$ cat src/rtl/demux_rr_if.sv
// Handshake bundle between an upstream single-bit source and four downstream lanes.
interface demux_rr_if;
    localparam int unsigned N_LANES = 4;
    localparam int unsigned SEL_W   = 2;
    localparam int unsigned CNT_W   = 8;

    logic               in_valid;
    logic               in_data;
    logic               in_ready;
    logic               mode;
    logic [SEL_W-1:0]   cfg_sel;
    logic [N_LANES-1:0] lane_en;
    logic [N_LANES-1:0] y;
    logic [N_LANES-1:0] y_valid;
    logic [N_LANES-1:0] y_ready;
    logic [SEL_W-1:0]   sel;
    logic               busy;
    logic [CNT_W-1:0]   xfer_count;

    modport master (
        output in_valid, in_data, mode, cfg_sel, lane_en, y_ready,
        input  in_ready, y, y_valid, sel, busy, xfer_count
    );

    modport slave (
        input  in_valid, in_data, mode, cfg_sel, lane_en, y_ready,
        output in_ready, y, y_valid, sel, busy, xfer_count
    );
endinterface

$ cat src/rtl/demux_rr_scheduler.sv
// Routes one accepted data bit to a single lane (fixed or round-robin) and holds it
// there until that lane's downstream accepts it.
module demux_rr_scheduler (
    input  logic        clk,
    input  logic        rst,
    demux_rr_if.slave   bus
);
    localparam int unsigned N_LANES = 4;
    localparam int unsigned SEL_W   = 2;
    localparam int unsigned CNT_W   = 8;

    typedef enum logic {IDLE = 1'b0, HOLD = 1'b1} state_e;

    state_e             state_q, state_d;
    logic [SEL_W-1:0]   ptr_q, ptr_d;
    logic [SEL_W-1:0]   hold_sel_q, hold_sel_d;
    logic [N_LANES-1:0] y_q, y_d;
    logic [N_LANES-1:0] y_valid_q, y_valid_d;
    logic [CNT_W-1:0]   cnt_q, cnt_d;

    logic [SEL_W-1:0]   tgt_c;
    logic               avail_c;

    // Target lane; the descending scan lets the smallest offset from ptr win.
    always_comb begin : target
        logic [SEL_W-1:0] idx;
        tgt_c   = ptr_q;
        avail_c = 1'b0;
        idx     = ptr_q;
        if (!bus.mode) begin
            tgt_c   = bus.cfg_sel;
            avail_c = bus.lane_en[bus.cfg_sel];
        end else begin
            for (int i = N_LANES - 1; i >= 0; i--) begin
                idx = ptr_q + SEL_W'(i);
                if (bus.lane_en[idx]) begin
                    tgt_c   = idx;
                    avail_c = 1'b1;
                end
            end
        end
    end

    always_comb begin : next_state
        state_d    = state_q;
        ptr_d      = ptr_q;
        hold_sel_d = hold_sel_q;
        y_d        = y_q;
        y_valid_d  = y_valid_q;
        cnt_d      = cnt_q;
        case (state_q)
            IDLE: begin
                if (bus.in_valid && avail_c) begin
                    state_d    = HOLD;
                    hold_sel_d = tgt_c;
                    y_valid_d  = N_LANES'(1) << tgt_c;
                    y_d        = N_LANES'(bus.in_data) << tgt_c;
                end
            end
            HOLD: begin
                if (bus.y_ready[hold_sel_q]) begin
                    state_d   = IDLE;
                    y_d       = '0;
                    y_valid_d = '0;
                    cnt_d     = cnt_q + CNT_W'(1);
                    if (bus.mode) begin
                        ptr_d = hold_sel_q + SEL_W'(1);
                    end
                end
            end
            default: state_d = IDLE;
        endcase
    end

    always_ff @(posedge clk) begin
        if (rst) begin
            state_q    <= IDLE;
            ptr_q      <= '0;
            hold_sel_q <= '0;
            y_q        <= '0;
            y_valid_q  <= '0;
            cnt_q      <= '0;
        end else begin
            state_q    <= state_d;
            ptr_q      <= ptr_d;
            hold_sel_q <= hold_sel_d;
            y_q        <= y_d;
            y_valid_q  <= y_valid_d;
            cnt_q      <= cnt_d;
        end
    end

    // in_ready and the IDLE view of sel must follow mode/lane_en within the same cycle.
    assign bus.in_ready   = (state_q == IDLE) && avail_c;
    assign bus.sel        = (state_q == HOLD) ? hold_sel_q : tgt_c;
    assign bus.busy       = (state_q == HOLD);
    assign bus.y          = y_q;
    assign bus.y_valid    = y_valid_q;
    assign bus.xfer_count = cnt_q;
endmodule

$ cat src/flat_wrapper.sv
// flat-port wrapper written by rule: the top's interface ports become plain ports
module demux_rr_scheduler_flat 
  (clk, rst, bus_in_valid, bus_in_data, bus_mode, bus_cfg_sel, bus_lane_en, bus_y_ready, bus_in_ready, bus_y, bus_y_valid, bus_sel, bus_busy, bus_xfer_count);
  demux_rr_if bus_i ();
  input  logic clk;
  input  logic rst;
  input wire logic [$bits(bus_i.in_valid)-1:0] bus_in_valid;
  input wire logic [$bits(bus_i.in_data)-1:0] bus_in_data;
  input wire logic [$bits(bus_i.mode)-1:0] bus_mode;
  input wire logic [$bits(bus_i.cfg_sel)-1:0] bus_cfg_sel;
  input wire logic [$bits(bus_i.lane_en)-1:0] bus_lane_en;
  input wire logic [$bits(bus_i.y_ready)-1:0] bus_y_ready;
  output wire logic [$bits(bus_i.in_ready)-1:0] bus_in_ready;
  output wire logic [$bits(bus_i.y)-1:0] bus_y;
  output wire logic [$bits(bus_i.y_valid)-1:0] bus_y_valid;
  output wire logic [$bits(bus_i.sel)-1:0] bus_sel;
  output wire logic [$bits(bus_i.busy)-1:0] bus_busy;
  output wire logic [$bits(bus_i.xfer_count)-1:0] bus_xfer_count;
  assign bus_i.in_valid = bus_in_valid;
  assign bus_i.in_data = bus_in_data;
  assign bus_i.mode = bus_mode;
  assign bus_i.cfg_sel = bus_cfg_sel;
  assign bus_i.lane_en = bus_lane_en;
  assign bus_i.y_ready = bus_y_ready;
  assign bus_in_ready = bus_i.in_ready;
  assign bus_y = bus_i.y;
  assign bus_y_valid = bus_i.y_valid;
  assign bus_sel = bus_i.sel;
  assign bus_busy = bus_i.busy;
  assign bus_xfer_count = bus_i.xfer_count;
  demux_rr_scheduler u_core (.clk(clk), .rst(rst), .bus(bus_i));
endmodule
$ cat config.mk
export PLATFORM = sky130hd
export DESIGN_NAME = demux_rr_scheduler_flat
export DESIGN_NICKNAME = d
export VERILOG_FILES = /design/src/rtl/demux_rr_if.sv /design/src/rtl/demux_rr_scheduler.sv /design/src/flat_wrapper.sv
export SDC_FILE = /design/constraint.sdc
export NUM_CORES = 1
export LEC_CHECK = 0
export ABC_AREA = 1
export CELL_PAD_IN_SITES_DETAIL_PLACEMENT = 1
export CELL_PAD_IN_SITES_GLOBAL_PLACEMENT = 2
export CORE_MARGIN = 2
export CORE_UTILIZATION = 25
export CTS_BUF_LIST = sky130_fd_sc_hd__clkbuf_8 sky130_fd_sc_hd__clkbuf_16
export DETAILED_ROUTE_END_ITERATION = 6
export GPL_TIMING_DRIVEN = 1
export PLACE_DENSITY = 0.83
export SETUP_SLACK_MARGIN = 0.4
export SKIP_LAST_GASP = 1
export SYNTH_ARGS = -nofsm -noshare
export SYNTH_HDL_FRONTEND = slang
export SYNTH_SLANG_ARGS = --single-unit
export TNS_END_PERCENT = 30
$ cat constraint.sdc
create_clock -name clk -period 2 [get_ports clk]
set_clock_uncertainty 0.05 [all_clocks]
set_input_delay 0.4 -clock clk [delete_from_list [all_inputs] [get_ports clk]]
set_output_delay 0.4 -clock clk [all_outputs]
set_load 0.005 [all_outputs]
# [Word-level counts from Yosys, hierarchy flattened]
# Index checks and enable logic that the tools add are counted.
[op_classes] addsub=5 n_lt_le_gt_ge=6 eq_ne=2 shift=2 mux=31 bitwise_logic=1 reduce_logical=6
[ops] operator="$lt 2x3->1 const B" n=6
[ops] operator="$pmux 4 s2" n=2
[ops] operator="$mux 1" n=13
[ops] operator="$bmux 1 s2" n=6
[ops] operator="$mux 2" n=6
[ops] operator="$mux 4" n=3
[ops] operator="$add 8x1->8 const B" n=1
[ops] operator="$reduce_and 2->1" n=3
[ops] operator="$add 2x1->2 const B" n=2
[ops] operator="$add 2x2->2 const B" n=2
[ops] operator="$shl 1x2->4" n=1
[ops] operator="$shl 1x2->4 const A" n=1
[ops] operator="$reduce_and 3->1" n=1
[ops] operator="$logic_and 1x1->1" n=2
[ops] operator="$ne 2x1->1 const B" n=1
[ops] operator="$ne 2x2->1 const B" n=1
[ops] operator="$pmux 1 s2" n=1
[ops] operator="$not 1->1" n=1
[word_totals] regBits=21 inputBits=15 out_inout_bits=20 word_cells=59

# [Logic depth before layout (Yosys ltp)]
[depth] depth_word=11 mapped_depth=13 ltp_nobuf=13

# [Worst setup path before layout]
# No wires, ideal clock.
[synth_timing] kind="register -> output" start="reg u_core.ptr_q[0]" end="out bus_sel[0]" arrival_time_ns=1.320 t_required_ns=1.550 setup_slack_ns=0.230 path_stages_with_launch=13 path_buffers=1 cell_sequence="dfxtp_1 -> buf_6 -> nand2_1 -> nand2_1 -> nand2_1 -> nand2_1 -> inv_2 -> nand2_2 -> nand4_1 -> nand3_4 -> nand2_4 -> nand2_1 -> o21ai_0"
[synth_between] elab_chain_len=9 word_cells_on_any_way=17 classes_between="add/sub (3); mux (14)"
[synth_rtl] element="start, declared" line="demux_rr_scheduler.sv:15" rtl="logic [SEL_W-1:0] ptr_q, ptr_d;"
[synth_rtl] element="start signal, assigned" line="demux_rr_scheduler.sv:85" rtl="ptr_q <= ptr_d;"
[synth_rtl] element="$add 2x2->2" line="demux_rr_scheduler.sv:35" rtl="idx = ptr_q + SEL_W'(i);"
[synth_rtl] element="$bmux 1 s2" line="demux_rr_scheduler.sv:36" rtl="if (bus.lane_en[idx]) begin"
[synth_rtl] element="$mux 1 (not written as such)" line="demux_rr_scheduler.sv:36"
[synth_rtl] element="$mux 2 (3 in a row)" line="demux_rr_scheduler.sv:36"
[synth_rtl] element="$mux 2 *" line="demux_rr_scheduler.sv:36"
[synth_rtl] element="$mux 2 *" line="demux_rr_scheduler.sv:30" rtl="if (!bus.mode) begin"
[synth_rtl] element="$mux 2 *" line="demux_rr_scheduler.sv:95" rtl="assign bus.sel = (state_q == HOLD) ? hold_sel_q : tgt_c;"
[synth_rtl] element="end, declared" line="flat_wrapper.sv:16" rtl="output wire logic [$bits(bus_i.sel)-1:0] bus_sel;"
# Mark *: on every way between the ends. The rest lies on a longest branch, timed or not. The select of a mux whose other input is x is not followed.

# [Final worst setup path]
# Same ends and word-level chain as after synthesis.

==> results.md <==
- Status: finished with violations
- Failing checks: negative setup slack
- Clk pwr share: 23.2%
- # setup viols final: 3
- Die ar.: 5620 um^2
- Max Slew Vio Count: 0
- Final hold viol count: 0
- Relative slew slack: between 70% and 80%
- # DRC: 0
- Largest net degree at the start of global routing: 13
- Layout cells sized above 1: roughly 40%
- Post-synthesis cell count: about 190
- Rows: 25
- Dpl hpwl: just under 3 mm
- Wire length per cell: 13.1 um
- RSZ-0062 raised after global routing: yes
- Worst setup path category: reg2out
- R2R Path Start: u_core.ptr_q[0]
- DR vias: ~1500
- Max clock buf depth: 2
- Startpoint Class: flop
- Setup crit start: u_core.ptr_q[0]
- Post-synthesis cell area: 1260 um^2
- Share of power burned in registers: between 30% and 40%
- Hold Path Class: reg2reg
- Sequential Area: 430 um^2
- Routability Congestion: ~0.82
- IO Pins: 35
- Worst-case vdd ir drop: between 0.3 and 0.4 mV
- Sink Count: 21
- Leak: ~0.95 nW
- Area delta synth->final: 73.0%
- Mapped Nets: roughly 200
- Most common cell after layout, fill and taps aside: nand2_1
- Reg2reg setup slack: 30 ps
- Vias in the first global route: approximately 1500
- Pint: just under 0.8 mW
- Final Power: approximately 1.2 mW
- Netlist cell types: 28
- Cts hold-fix bufs: 0
- Antenna diodes: 0
- Fillers: around 600
- Total CTS buffers: 3
- Max-cap violation count: 0
- CTS H-tree depth: 1
- Gate power share: ~38%
- Clk slew on worst S/H paths: roughly 70 ps
- Final ANT Viol Nets: 0
- Sw Ratio: approximately 32%
- Commonest non-fill, non-tap cells in the layout: nand2_1, buf_4, clkdlybuf4s50_1
- Area of the multi-input gates: around 870 um^2
- Critical Path AT: around 1800 ps
- Detailed Route WL: between 4 and 5 mm
- PD cells: ~540 nW/um^2
- Critical Path Sink Type: output pin
- Core area: 4790 um^2
- Via density: 4.48
- Initial Util: between 20% and 30%
- Ys Warns: 0
- Final WS setup: -270 ps
- NetSw: between 0.3 and 0.4 mW
- Post-layout net count: 280
- DP Area: between 1500 and 2000 um^2
- Placed cell count: between 300 and 400
- Period Utilization, post-route: 113%
- Clock latency on the worst-skew pair: 260 ps
- Max Fclk: between 400 and 500 MHz
- Grt total ovfl: 0
- Register area share after synthesis: 33.4%
- TritonCTS clock tree: done
- First-pass GRT wire length: about 6.6 mm
- Initial antenna violation count: 0
- Drt pass-1 iters: 3
- Fin util: between 40% and 50%
- Root Buffer: clkbuf_8
- Worst Reg-to-Reg Cells: 15
- Maximum fanout along the worst path: 6
- Min Tclk post-route: between 2000 and 2500 ps
- Worst EP required: ~1600 ps
- Final non-filler cell total: 330
- Worst-margin pin slew: between 300 and 400 ps
- Avg Cell Area, Syn: about 6.7 um^2
- Total track usage: between 10% and 20%
- HP Start: u_core.bus.y_valid[1]
- Yosys reg bits: 21
- Hold path cells: 2
- Die Wd: around 75 um
- Final Cell Area: between 2000 and 2500 um^2
- 1st-iter DRT viols: 27
- Die height: 75.0 um
- Input/output buffers: 34
[final cells by class]
cell class                      count  area share (%)
Clock buffer                        3            1.89
Clock inverter                      1           0.172
Inverter                           23            4.19
Multi-Input combinational cell    142            40.0
Sequential cell                    21            19.7
Tap cell                           67            3.85
Timing Repair Buffer               73            30.1
[worst max-delay path, stage by stage, from the launching register on]
cell	delay, ps
dfxtp_4	390
buf_6	130
o21ai_4	150
buf_6	130
nand2_1	60
nand2_1	100
inv_2	50
nand4_1	120
nand3_4	100
nand2_4	80
nand2_2	50
o21ai_2	70
buf_2	130
[cell usage after synthesis]
cell | number | area [um^2]
inv_1 | 17 | 63.8
dfxtp_1 | 21 | 420
o21ai_2 | 1 | 8.76
nand3_2 | 2 | 20.0
nor3_1 | 3 | 15.0
o211ai_1 | 1 | 7.51
a21oi_1 | 18 | 90.1
clkbuf_1 | 1 | 3.75
buf_6 | 1 | 11.3
nand2_2 | 11 | 68.8
a211oi_1 | 1 | 7.51
nand4_1 | 6 | 37.5
nor2_2 | 2 | 12.5
nor2_4 | 1 | 11.3
nand3_4 | 2 | 35.0
o21ai_0 | 11 | 55.1
o21bai_1 | 2 | 15.0
ha_1 | 1 | 12.5
and2_1 | 1 | 6.26
nand2_1 | 47 | 176
nand3_1 | 14 | 70.1
o21ai_1 | 2 | 10.0
and3_1 | 1 | 6.26
nand2_4 | 1 | 11.3
inv_2 | 6 | 22.5
nor3b_1 | 1 | 7.51
nor2_1 | 12 | 45.0
xor2_1 | 1 | 8.76
[power by group through the flow]
stage | clock network [mW] | logic, mW | registers, mW
after global routing | 0.299 | 0.482 | 0.462
after floorplan | 0 | 0.173 | 0.463
final | 0.272 | 0.441 | 0.459
after global placement | 0 | 0.337 | 0.467
after detailed placement | 0 | 0.337 | 0.467
after CTS | 0.294 | 0.383 | 0.458
[routing by layer]
layer  vias up  GRT usage, %  share of wire [%]  routed length (um)
li1        766             -                  -                   -
met1       676          19.5                 44                1900
met2        29          26.7                 50                2170
met3         8          3.21                3.6                 156
met4         0          2.58                1.8                  78
met5         -             0                  0                   0
[metrics by stage]
stage | setup WS, ps | hold slack (ps) | TNS, ps
global route | -360 | 434 | -1280
global placement | -775 | 388 | -4250
CTS | -209 | 408 | -582
finish | -270 | 415 | -596
floorplan | 289 | 396 | 0
detailed placement | -778 | 397 | -4670
[timing repair]
item | CTS | global route
resized for setup | 44 | 35
pin swaps | 16 | 19
gates cloned | 0 | 0
setup endpoints to repair | 28 | 30
buffers inserted | 9 | 7
[worst paths after layout]
path	endpoint
setup / recovery	bus_sel[0]
hold / removal	u_core.bus.y_valid[1]
setup reg to reg	u_core.bus.y[3]
hold reg to reg	u_core.bus.y_valid[1]
[cell families after synthesis]
group	Yosys count	share of synthesized area (%)
buffers and inverters	25	8.04
adder cells (fa/ha/maj)	1	0.993
flip-flops	21	33.4
XOR/XNOR	1	0.695
AO/OA/AOI/OAI	36	15.4
AND/OR/NAND/NOR	104	41.5
[flip-flops by register name (all words and copies together) (netlist names)]
signal	flops
u_core.bus.y_valid	4
u_core.bus.y	4
u_core.ptr_q	2
u_core.bus.busy	1
u_core.bus.xfer_count	8
u_core.hold_sel_q	2
Power figures use the tool's default switching activity.
